`src/rtl/imem_loader_pkg.sv`:
```
// Shared definitions for the instruction-memory loader: FSM states,
// error codes and the default end-of-program marker.
package imem_loader_pkg;

    typedef enum logic [2:0] {
        S_IDLE,
        S_RECV,
        S_WRITE,
        S_DONE,
        S_ERROR
    } state_t;

    typedef enum logic [1:0] {
        ERR_NONE     = 2'b00,
        ERR_TIMEOUT  = 2'b01,
        ERR_OVERFLOW = 2'b10
    } err_t;

    localparam logic [31:0] DEFAULT_HALT_WORD = 32'hFFFF_FFFF;

endpackage

```
`src/rtl/imem_loader_if.sv`:
```
// Bundle between the debug unit / UART receiver (master) and the loader
// (slave). The loader's outputs feed the IF-stage write port and the
// pipeline stall logic.
interface imem_loader_if
    import imem_loader_pkg::*;
#(
    parameter int ADDR_WIDTH = 32
) ();

    logic                  i_start;
    logic [7:0]            i_rx_data;
    logic                  i_rx_valid;
    logic                  o_write_en;
    logic [ADDR_WIDTH-1:0] o_addr_wr;
    logic [31:0]           o_data;
    logic                  o_cpu_hold;
    logic                  o_done;
    err_t                  o_error;
    logic [ADDR_WIDTH-1:0] o_word_count;

    modport master (
        output i_start, i_rx_data, i_rx_valid,
        input  o_write_en, o_addr_wr, o_data, o_cpu_hold, o_done, o_error, o_word_count
    );

    modport slave (
        input  i_start, i_rx_data, i_rx_valid,
        output o_write_en, o_addr_wr, o_data, o_cpu_hold, o_done, o_error, o_word_count
    );

endinterface

```
`src/rtl/imem_loader_byte_packer.sv`:
```
// Packs incoming bytes MSB-first into 32-bit words and watches for the
// byte stream stalling in the middle of a word.
module byte_packer #(
    parameter int TIMEOUT_CYCLES = 1024
) (
    input  logic        i_clk,
    input  logic        i_reset,
    input  logic        clear,       // restart packing from byte 0
    input  logic        enable,      // bytes are accepted only when set
    input  logic        timer_en,    // idle timer may run
    input  logic [7:0]  rx_data,
    input  logic        rx_valid,
    output logic [31:0] word_next,   // word including the byte on rx_data
    output logic        word_ready,  // 4th byte accepted this cycle
    output logic        timeout      // idle limit reached this cycle
);

    localparam int TW = $clog2(TIMEOUT_CYCLES + 1);

    // Only the three most recent bytes need storing; the fourth completes
    // the word combinationally so the writer can register it on the same edge.
    logic [23:0]   word;
    logic [1:0]    byte_cnt;
    logic [TW-1:0] idle_cnt;
    logic          accept;
    logic          timer_tick;

    assign accept     = enable && rx_valid;
    assign word_next  = {word, rx_data};
    assign word_ready = accept && (byte_cnt == 2'd3);
    assign timer_tick = timer_en && !accept && (byte_cnt != 2'd0);
    assign timeout    = timer_tick && (idle_cnt == TW'(TIMEOUT_CYCLES - 1));

    // Shift register, byte counter and mid-word idle counter.
    always_ff @(posedge i_clk) begin
        // NOTE: non-blocking assignments so every register samples pre-edge values.
        if (!i_reset || clear) begin
            word     <= '0;
            byte_cnt <= '0;
            idle_cnt <= '0;
        end else if (accept) begin
            word     <= word_next[23:0];
            byte_cnt <= byte_cnt + 2'd1;
            idle_cnt <= '0;
        end else if (timer_tick) begin
            idle_cnt <= idle_cnt + TW'(1);
        end
    end

endmodule

```
`src/rtl/imem_loader.sv`:
```
// Loads a program from the debug UART byte stream into instruction memory,
// freezing the pipeline while loading and reporting done / error.
module imem_loader
    import imem_loader_pkg::*;
#(
    parameter int          ADDR_WIDTH      = 32,
    parameter int          MEM_DEPTH_WORDS = 64,
    parameter logic [31:0] HALT_WORD       = DEFAULT_HALT_WORD,
    parameter int          TIMEOUT_CYCLES  = 1024
) (
    input  logic         i_clk,
    input  logic         i_reset,
    imem_loader_if.slave bus
);

    localparam logic [ADDR_WIDTH-1:0] ADDR_LIMIT = ADDR_WIDTH'(MEM_DEPTH_WORDS * 4);

    state_t                state;
    logic [ADDR_WIDTH-1:0] addr;
    logic [ADDR_WIDTH-1:0] addr_next;
    logic                  start_load;
    logic [31:0]           word_next;
    logic                  word_ready;
    logic                  timeout;

    // Start is honoured only when no load is in progress.
    assign start_load = bus.i_start &&
                        (state == S_IDLE || state == S_DONE || state == S_ERROR);
    assign addr_next  = addr + ADDR_WIDTH'(4);

    byte_packer #(
        .TIMEOUT_CYCLES (TIMEOUT_CYCLES)
    ) u_packer (
        .i_clk      (i_clk),
        .i_reset    (i_reset),
        .clear      (start_load),
        .enable     (state == S_RECV || state == S_WRITE),
        .timer_en   (state == S_RECV),
        .rx_data    (bus.i_rx_data),
        .rx_valid   (bus.i_rx_valid),
        .word_next  (word_next),
        .word_ready (word_ready),
        .timeout    (timeout)
    );

    // Load sequencer with registered write port and status outputs.
    always_ff @(posedge i_clk) begin
        if (!i_reset) begin
            state            <= S_IDLE;
            addr             <= '0;
            bus.o_write_en   <= 1'b0;
            bus.o_addr_wr    <= '0;
            bus.o_data       <= '0;
            bus.o_cpu_hold   <= 1'b0;
            bus.o_done       <= 1'b0;
            bus.o_error      <= ERR_NONE;
            bus.o_word_count <= '0;
        end else begin
            case (state)
                S_IDLE, S_DONE, S_ERROR: begin
                    if (start_load) begin
                        state            <= S_RECV;
                        addr             <= '0;
                        bus.o_word_count <= '0;
                        bus.o_cpu_hold   <= 1'b1;
                        bus.o_done       <= 1'b0;
                        bus.o_error      <= ERR_NONE;
                    end
                end
                S_RECV: begin
                    if (word_ready) begin
                        state          <= S_WRITE;
                        bus.o_write_en <= 1'b1;
                        bus.o_addr_wr  <= addr;
                        bus.o_data     <= word_next;
                    end else if (timeout) begin
                        state          <= S_ERROR;
                        bus.o_error    <= ERR_TIMEOUT;
                        bus.o_cpu_hold <= 1'b0;
                    end
                end
                S_WRITE: begin
                    bus.o_write_en   <= 1'b0;
                    addr             <= addr_next;
                    bus.o_word_count <= bus.o_word_count + ADDR_WIDTH'(1);
                    if (bus.o_data == HALT_WORD) begin
                        state          <= S_DONE;
                        bus.o_done     <= 1'b1;
                        bus.o_cpu_hold <= 1'b0;
                    end else if (addr_next == ADDR_LIMIT) begin
                        // Stop before the first address past the end is ever written.
                        state          <= S_ERROR;
                        bus.o_error    <= ERR_OVERFLOW;
                        bus.o_cpu_hold <= 1'b0;
                    end else begin
                        state <= S_RECV;
                    end
                end
                default: state <= S_IDLE;
            endcase
        end
    end

endmodule

```
`src/flat_wrapper.sv`:
```
// flat-port wrapper written by rule: the top's interface ports become plain ports
module imem_loader_flat import imem_loader_pkg::*;
#(
    parameter int          ADDR_WIDTH      = 32,
    parameter int          MEM_DEPTH_WORDS = 64,
    parameter logic [31:0] HALT_WORD       = DEFAULT_HALT_WORD,
    parameter int          TIMEOUT_CYCLES  = 1024
)
  (i_clk, i_reset, bus_i_start, bus_i_rx_data, bus_i_rx_valid, bus_o_write_en, bus_o_addr_wr, bus_o_data, bus_o_cpu_hold, bus_o_done, bus_o_error, bus_o_word_count);
  imem_loader_if #(.ADDR_WIDTH(ADDR_WIDTH)) bus_i ();
  input  logic i_clk;
  input  logic i_reset;
  input wire logic [$bits(bus_i.i_start)-1:0] bus_i_start;
  input wire logic [$bits(bus_i.i_rx_data)-1:0] bus_i_rx_data;
  input wire logic [$bits(bus_i.i_rx_valid)-1:0] bus_i_rx_valid;
  output wire logic [$bits(bus_i.o_write_en)-1:0] bus_o_write_en;
  output wire logic [$bits(bus_i.o_addr_wr)-1:0] bus_o_addr_wr;
  output wire logic [$bits(bus_i.o_data)-1:0] bus_o_data;
  output wire logic [$bits(bus_i.o_cpu_hold)-1:0] bus_o_cpu_hold;
  output wire logic [$bits(bus_i.o_done)-1:0] bus_o_done;
  output wire logic [$bits(bus_i.o_error)-1:0] bus_o_error;
  output wire logic [$bits(bus_i.o_word_count)-1:0] bus_o_word_count;
  assign bus_i.i_start = bus_i_start;
  assign bus_i.i_rx_data = bus_i_rx_data;
  assign bus_i.i_rx_valid = bus_i_rx_valid;
  assign bus_o_write_en = bus_i.o_write_en;
  assign bus_o_addr_wr = bus_i.o_addr_wr;
  assign bus_o_data = bus_i.o_data;
  assign bus_o_cpu_hold = bus_i.o_cpu_hold;
  assign bus_o_done = bus_i.o_done;
  assign bus_o_error = bus_i.o_error;
  assign bus_o_word_count = bus_i.o_word_count;
  imem_loader #(.ADDR_WIDTH(ADDR_WIDTH), .MEM_DEPTH_WORDS(MEM_DEPTH_WORDS), .HALT_WORD(HALT_WORD), .TIMEOUT_CYCLES(TIMEOUT_CYCLES)) u_core (.i_clk(i_clk), .i_reset(i_reset), .bus(bus_i));
endmodule
```
`config.mk`:
```
export PLATFORM = sky130hd
export DESIGN_NAME = imem_loader_flat
export DESIGN_NICKNAME = d
export VERILOG_FILES = /design/src/rtl/imem_loader_pkg.sv /design/src/rtl/imem_loader_if.sv /design/src/rtl/imem_loader_byte_packer.sv /design/src/rtl/imem_loader.sv /design/src/flat_wrapper.sv
export SDC_FILE = /design/constraint.sdc
export NUM_CORES = 1
export LEC_CHECK = 0
export ABC_AREA = 1
export CAP_MARGIN = 25
export CORE_MARGIN = 2
export CORE_UTILIZATION = 59
export CTS_BUF_LIST = sky130_fd_sc_hd__clkbuf_16
export DETAILED_ROUTE_END_ITERATION = 10
export GPL_TIMING_DRIVEN = 1
export PLACE_DENSITY_LB_ADDON = 0.1
export SLEW_MARGIN = 5
export SYNTH_ARGS = -nofsm -noshare
export SYNTH_HDL_FRONTEND = slang
export SYNTH_SLANG_ARGS = --single-unit
```
`constraint.sdc`:
```
create_clock -name i_clk -period 4.1 [get_ports i_clk]
set_input_delay 0.615 -clock i_clk [delete_from_list [all_inputs] [get_ports i_clk]]
set_output_delay 0.615 -clock i_clk [all_outputs]
set_load 0.05 [all_outputs]
```
== Yosys cells after proc, flatten, opt, wreduce, memory -nomap -nowiden ==
Cells that the tools add are included.
Cells by class
  $add $sub $neg: 4
  reduce and logical (&&, ||, !) cells: 26
  multiplexer cells: 26
  equality and inequality tests: 17
Operator list (count)
  32-bit case mux with 2 select lines: 2
  32-bit by 1-bit adder with 32-bit output (second input constant): 1
  32-bit by 3-bit adder with 32-bit output (second input constant): 1
  32-bit == test (second input constant): 1
  32-bit by 9-bit == test with 1-bit output (second input constant): 1
  32-bit 2-to-1 mux: 1
  3-bit 2-to-1 mux: 5
  11-bit by 1-bit adder with 11-bit output (second input constant): 1
  11-bit by 10-bit == test with 1-bit output (second input constant): 1
  2-bit 2-to-1 mux: 5
  2-bit inequality test (second input constant): 5
  3-bit case mux with 3 select lines: 1
  1-bit 2-to-1 mux: 8
  2-bit AND reduction: 4
  3-bit by 2-bit == test with 1-bit output (second input constant): 2
  1-bit logical AND: 6
  2-bit case mux with 3 select lines: 1
  6-bit AND reduction: 1
  2-bit nonzero test: 3
  5-bit AND reduction: 1
  1-bit logical OR: 4
  2-bit by 1-bit inequality test with 1-bit output (second input constant): 2
  1-bit case mux with 2 select lines: 2
  3-bit by 1-bit == test with 1-bit output (second input constant): 1
  other kinds (12): 13
Word-level totals
  input port bits: 12
  word-level logic and storage cells: 85
  output and inout port bits: 101
  register bits after elaboration: 173

== Depth between registers and ports, before layout ==
  word-level depth: 10
  depth in mapped cells: 16
  mapped depth without buffers: 16

== Hierarchy ==
From an unflattened synthesis, not the netlist that was laid out.
Unflattened totals
  cells, all modules: 1169
  area, all modules: 8161.6 um^2
By module, submodules not included
  imem_loader: times used 1, cells each 963, area each 6571.3 um^2, sequential area each 2642.5 um^2
  byte_packer: times used 1, cells each 206, area each 1590.3 um^2, sequential area each 740.7 um^2

== Worst setup path after synthesis ==
Ideal clock, no wire load.
  path type: register to register
  from: register u_core.bus.o_word_count[0]
  to: register u_core.bus.o_word_count[28]
  slack: 1.694 ns
  path buffers: 0
  period minus slack after synthesis: 2.406 ns
  arrival: 2.288 ns
  setup time: 0.118 ns
  cell stages (with the launch flop): 15
  required time: 3.982 ns
  cells stage by stage: dfxtp_1 ha_1 nand3_1 nor2_2 nand4_2 nor2_2 nand2_2 nor2_4 nand2_2 nor2_4 nand3_4 inv_2 nand2_1 o21ai_1 a21oi_1
On the way
  cells in the longest elaborated chain, start to end: 2
Ends and longest elaborated chain
  start: declaration: RTL line imem_loader_if.sv:28  | output o_write_en, o_addr_wr, o_data, o_cpu_hold, o_done, o_error, o_word_count
  start signal: assignment: RTL line imem_loader.sv:85  | bus.o_word_count <= bus.o_word_count + ADDR_WIDTH'(1);
  32-bit by 1-bit adder with 32-bit output: RTL line imem_loader.sv:85
  32-bit case mux with 2 select lines: RTL line imem_loader.sv:59  | case (state)
Every way passes these cells.
A chain may end at the register's enable or synchronous reset.

== Final worst setup path ==
  from: register u_core.state[0]
  to: register u_core.bus.o_word_count[30]
On the way
  cells in the longest elaborated chain, start to end: 6
  elaborated cells on any way between the ends: 12
  classes of those cells: eq/ne: 4; mux: 1; reduce/logical: 7
Ends and longest elaborated chain
  start: declaration: RTL line imem_loader.sv:18  | state_t state;
  start signal: assignment: RTL line imem_loader.sv:49  | state <= S_IDLE;
  start signal: assignment: RTL line imem_loader.sv:62  | state <= S_RECV;
  start signal: assignment: RTL line imem_loader.sv:72  | state <= S_WRITE;
  3-bit by 2-bit == test with 1-bit output or 3-bit logical NOT (tied branches): RTL line imem_loader.sv:28, imem_loader.sv:59
  1-bit logical OR (2 in series): RTL line imem_loader.sv:28  | (state == S_IDLE || state == S_DONE || state == S_ERROR);
  1-bit logical AND: RTL line imem_loader.sv:27  | assign start_load = bus.i_start &&
  2-bit inequality test (no line)
  2-bit AND reduction (no line)
Several ways; a longest one is shown, not always the timed one.

==> metrics.md <==
| Metric | Value |
|---|---|
| Clock sinks | ~170 |
| Final wirelength | approximately 21,000 um |
| Most frequent cell after synthesis | nand2_1 |
| Slew margin rel. | between 40% and 50% |
| Port bufs | 110 |
| List of most frequent post-synthesis cells | nand2_1 (336), dfxtp_1 (169), a21oi_1 (130) |
| Period utilization | 64.3% |
| Fin. max-slew vios | 0 |
| Fill cells | ~1,000 |
| TritonCTS clock tree | yes |
| Worst endpoint required time | 4.46 ns |
| Initial DRT Pass Iterations | 5 |
| WL/cell | around 15 um |
| Leakage | about 3.4 nW |
| Post-CTS setup buffer count | 0 |
| Most used DFF post-synth | dfxtp_1 |
| Worst slew pin tran | 0.761 ns |
| Finished Layout Cells | around 1,400 |
| Placed cell count | about 1,400 |
| Root Buffer | clkbuf_16 |
| Final setup fails | 0 |
| CTS max path bufs | 2 |
| Synth top area cells | dfxtp_1 (43%), nand2_1 (16%), a21oi_1 (8.4%) |
| Hold Path Class | flip-flop to flip-flop |
| Worst vdd ir | 360 uV |
| Routability cong. | between 0.9 and 1 |
| ANT cells | 0 |
| Start of the worst register-to-register path | u_core.state[0]$_SDFFE_PN0P_ |
| Clk_skew | about 0.01 ns |
| Largest net degree at the start of global routing | between 90 and 100 |
| Area growth from synthesis to layout | 23.4% |
| Nets | approximately 1,200 |
| Cts bufs inserted | 17 |
| Total gr overflow | 0 |
| Total Power | approximately 3.5 mW |
| Async set-reset flop share out of synthesis | 0% |
| Hold depth | 2 |
| Worst Setup SP | u_core.state[0]$_SDFFE_PN0P_ |
| Max-cap violations | 0 |
| HPWL after DPL | between 10,000 and 15,000 um |
| Post-synth top area share | between 40% and 50% |
| Die Span X | 119 um |
| Worst R2R End | u_core.bus.o_word_count[30]$_SDFFE_PN0P_ |
| Drt drc | 0 |
| Yosys cell types | between 40 and 50 |
| Core area | between 10,000 and 15,000 um2 |
| Starting DRC count in detailed routing | 822 |
| Vias | slightly below 8,000 |
| Fin Hold WS | 0.466 ns |
| Die area | 14,100 um2 |
| Antenna-violating nets left | 0 |
| Worst Setup Start Kind | flip-flop |
| Syn Area/Cell | between 6 and 7 um2 |
| F_max | between 300 and 400 MHz |
| Crit path max fanout | between 50 and 60 |
| First-pass GRT wire length | around 34,000 um |
| Clock Latency Late Sink | 0.44 ns |
| Rows | just over 40 |
| P per Cell Area | ~370 nW/um2 |
| Vias in the first global route | about 7,000 |
| Cell count after synthesis | roughly 1,100 |
| Initial antenna violation count | 0 |
| Hold Vio Cnt, Final | 0 |
| RSZ-0062 raised after global routing | false |
| Minimum clock period after layout | roughly 2.6 ns |
| Chip height | between 100 and 150 um |
| Hold Buf Count CTS | 0 |
| Sequential cell area fraction in the yosys report | 43.5% |
| Initial Util | 61.2% |
| Post-synth EDFFs | 0 |
| Vias/cell | between 5 and 6 |
| R2r worst-path depth | 12 |
| Top-level port count | approximately 110 |
| Area leader, netlist | dfxtp_1 |
| Status | complete, no violations |
| CP Capture Type | flip-flop |
| Hold endpoint | u_core.bus.o_data[26]$_SDFFE_PN0P_ |
| Layout cells sized above 1 | under 10% |
| Worst EP arrival | ~3.0 ns |
| Synthesis warning total | 0 |
| GRT Util Overall | 29.7% |
| Setup TNS | 0 ns |
| #FFs+latches synth | 169 |
| CP Class | flip-flop to flip-flop |
| Post-Syn Area | ~8000 um2 |
| CTS resizes | 0 |
| Min-delay src | u_core.u_packer.word[18]$_SDFFE_PP0P_ |
| Flop-to-flop setup slack | 1.47 ns |
| H-Tree Depth | 4 |
| Final Core Density | roughly three quarters |
| Clk slew on worst S/H paths | 0.08 ns |
worst max path at each step:
stage                                                     endpoint  slack [ns]  depth (start not counted)
after CTS                 u_core.bus.o_word_count[30]$_SDFFE_PN0P_        1.51                         13
final                     u_core.bus.o_word_count[30]$_SDFFE_PN0P_        1.47                         12
after floorplan           u_core.bus.o_word_count[28]$_SDFFE_PN0P_        1.69                         14
after detailed placement  u_core.u_packer.byte_cnt[1]$_SDFFE_PP0P_        1.31                          6
after global routing      u_core.bus.o_word_count[30]$_SDFFE_PN0P_        1.24                         13
after global placement    u_core.u_packer.byte_cnt[1]$_SDFFE_PP0P_        1.42                          6
routing by layer:
layer | share of wire (%) | GRT usage, %
met1 | 45 | 40.8
met2 | 46 | 46.4
met3 | 7.4 | 7.38
met4 | 1.5 | 8.93
met5 | 0 | 0
power by group:
| part | switching (mW) | total, mW | internal (mW) |
|---|---|---|---|
| registers | 0.0253 | 1.69 | 1.67 |
| logic | 0.161 | 0.222 | 0.0605 |
| clock network | 0.779 | 1.60 | 0.825 |
critical path, cell delays in order, from the launching register on:
cell,delay [ns]
dfxtp_1,0.39
nor3_4,0.21
buf_4,0.55
nand4_2,0.25
nor2_2,0.18
nand2_2,0.10
nor2_4,0.12
nand2_2,0.08
nor2_4,0.13
nand3_4,0.11
nor2_2,0.14
nand3_1,0.11
a21oi_1,0.19
registers in the layout (all words and copies together), names as in the netlist:
name,cells
u_core.addr,30
u_core.bus.o_word_count,32
u_core.u_packer.word,24
u_core.bus.o_data,32
u_core.bus.o_done,1
u_core.bus.o_write_en,1
u_core.u_packer.idle_cnt,11
u_core.bus.o_error,2
u_core.bus.o_addr_wr,30
u_core.bus.o_cpu_hold,1
u_core.u_packer.byte_cnt,2
u_core.state,3
through the flow:
step / setup slack (ns) / cell area (um2)
after floorplan: 1.69 / 7780
after global placement: 1.42 / 8980
after detailed placement: 1.31 / 8980
after CTS: 1.51 / 9570
after global routing: 1.24 / 9600
final: 1.47 / 9600
final cells by class:
| cell class | instances | area, um2 | area share, % |
|---|---|---|---|
| clock buffers | 17 | 425 | 4.43 |
| clock inverters | 15 | 171 | 1.79 |
| inverters | 90 | 338 | 3.52 |
| multi-input cells | 822 | 3870 | 40.3 |
| flip-flops and latches | 169 | 3380 | 35.2 |
| well taps | 172 | 215 | 2.24 |
| repair buffers | 120 | 1200 | 12.5 |
cell usage in the layout, fill, tap and decap left out, types with 4 or more instances in the layout:
| cell type | Yosys | layout |
|---|---|---|
| nand2_2 | 6 | 6 |
| clkbuf_16 | 0 | 17 |
| dfxtp_1 | 169 | 169 |
| nor2_1 | 124 | 123 |
| xor2_1 | 4 | 4 |
| nand4_1 | 19 | 19 |
| nor2_4 | 8 | 8 |
| a21oi_1 | 130 | 130 |
| inv_1 | 83 | 81 |
| inv_2 | 5 | 7 |
| clkdlybuf4s50_1 | 0 | 110 |
| nor4_1 | 6 | 6 |
| o21ai_0 | 65 | 65 |
| buf_4 | 2 | 9 |
| nand3_1 | 44 | 44 |
| ha_1 | 6 | 6 |
| nand2_1 | 336 | 336 |
| nor3_1 | 13 | 13 |
| nand3b_1 | 6 | 6 |
| inv_8 | 0 | 7 |
| a211oi_1 | 10 | 10 |
| nor2_2 | 12 | 13 |
logic make-up after synthesis:
logic type	share of synthesized area, %
buf+inv	6.82
simple gates	32.9
xor+xnor	0.563
fa+ha+maj	0.965
flops	43.5
other cells	0.0482
compound gates	15.2
Power figures use the tool's default switching activity.
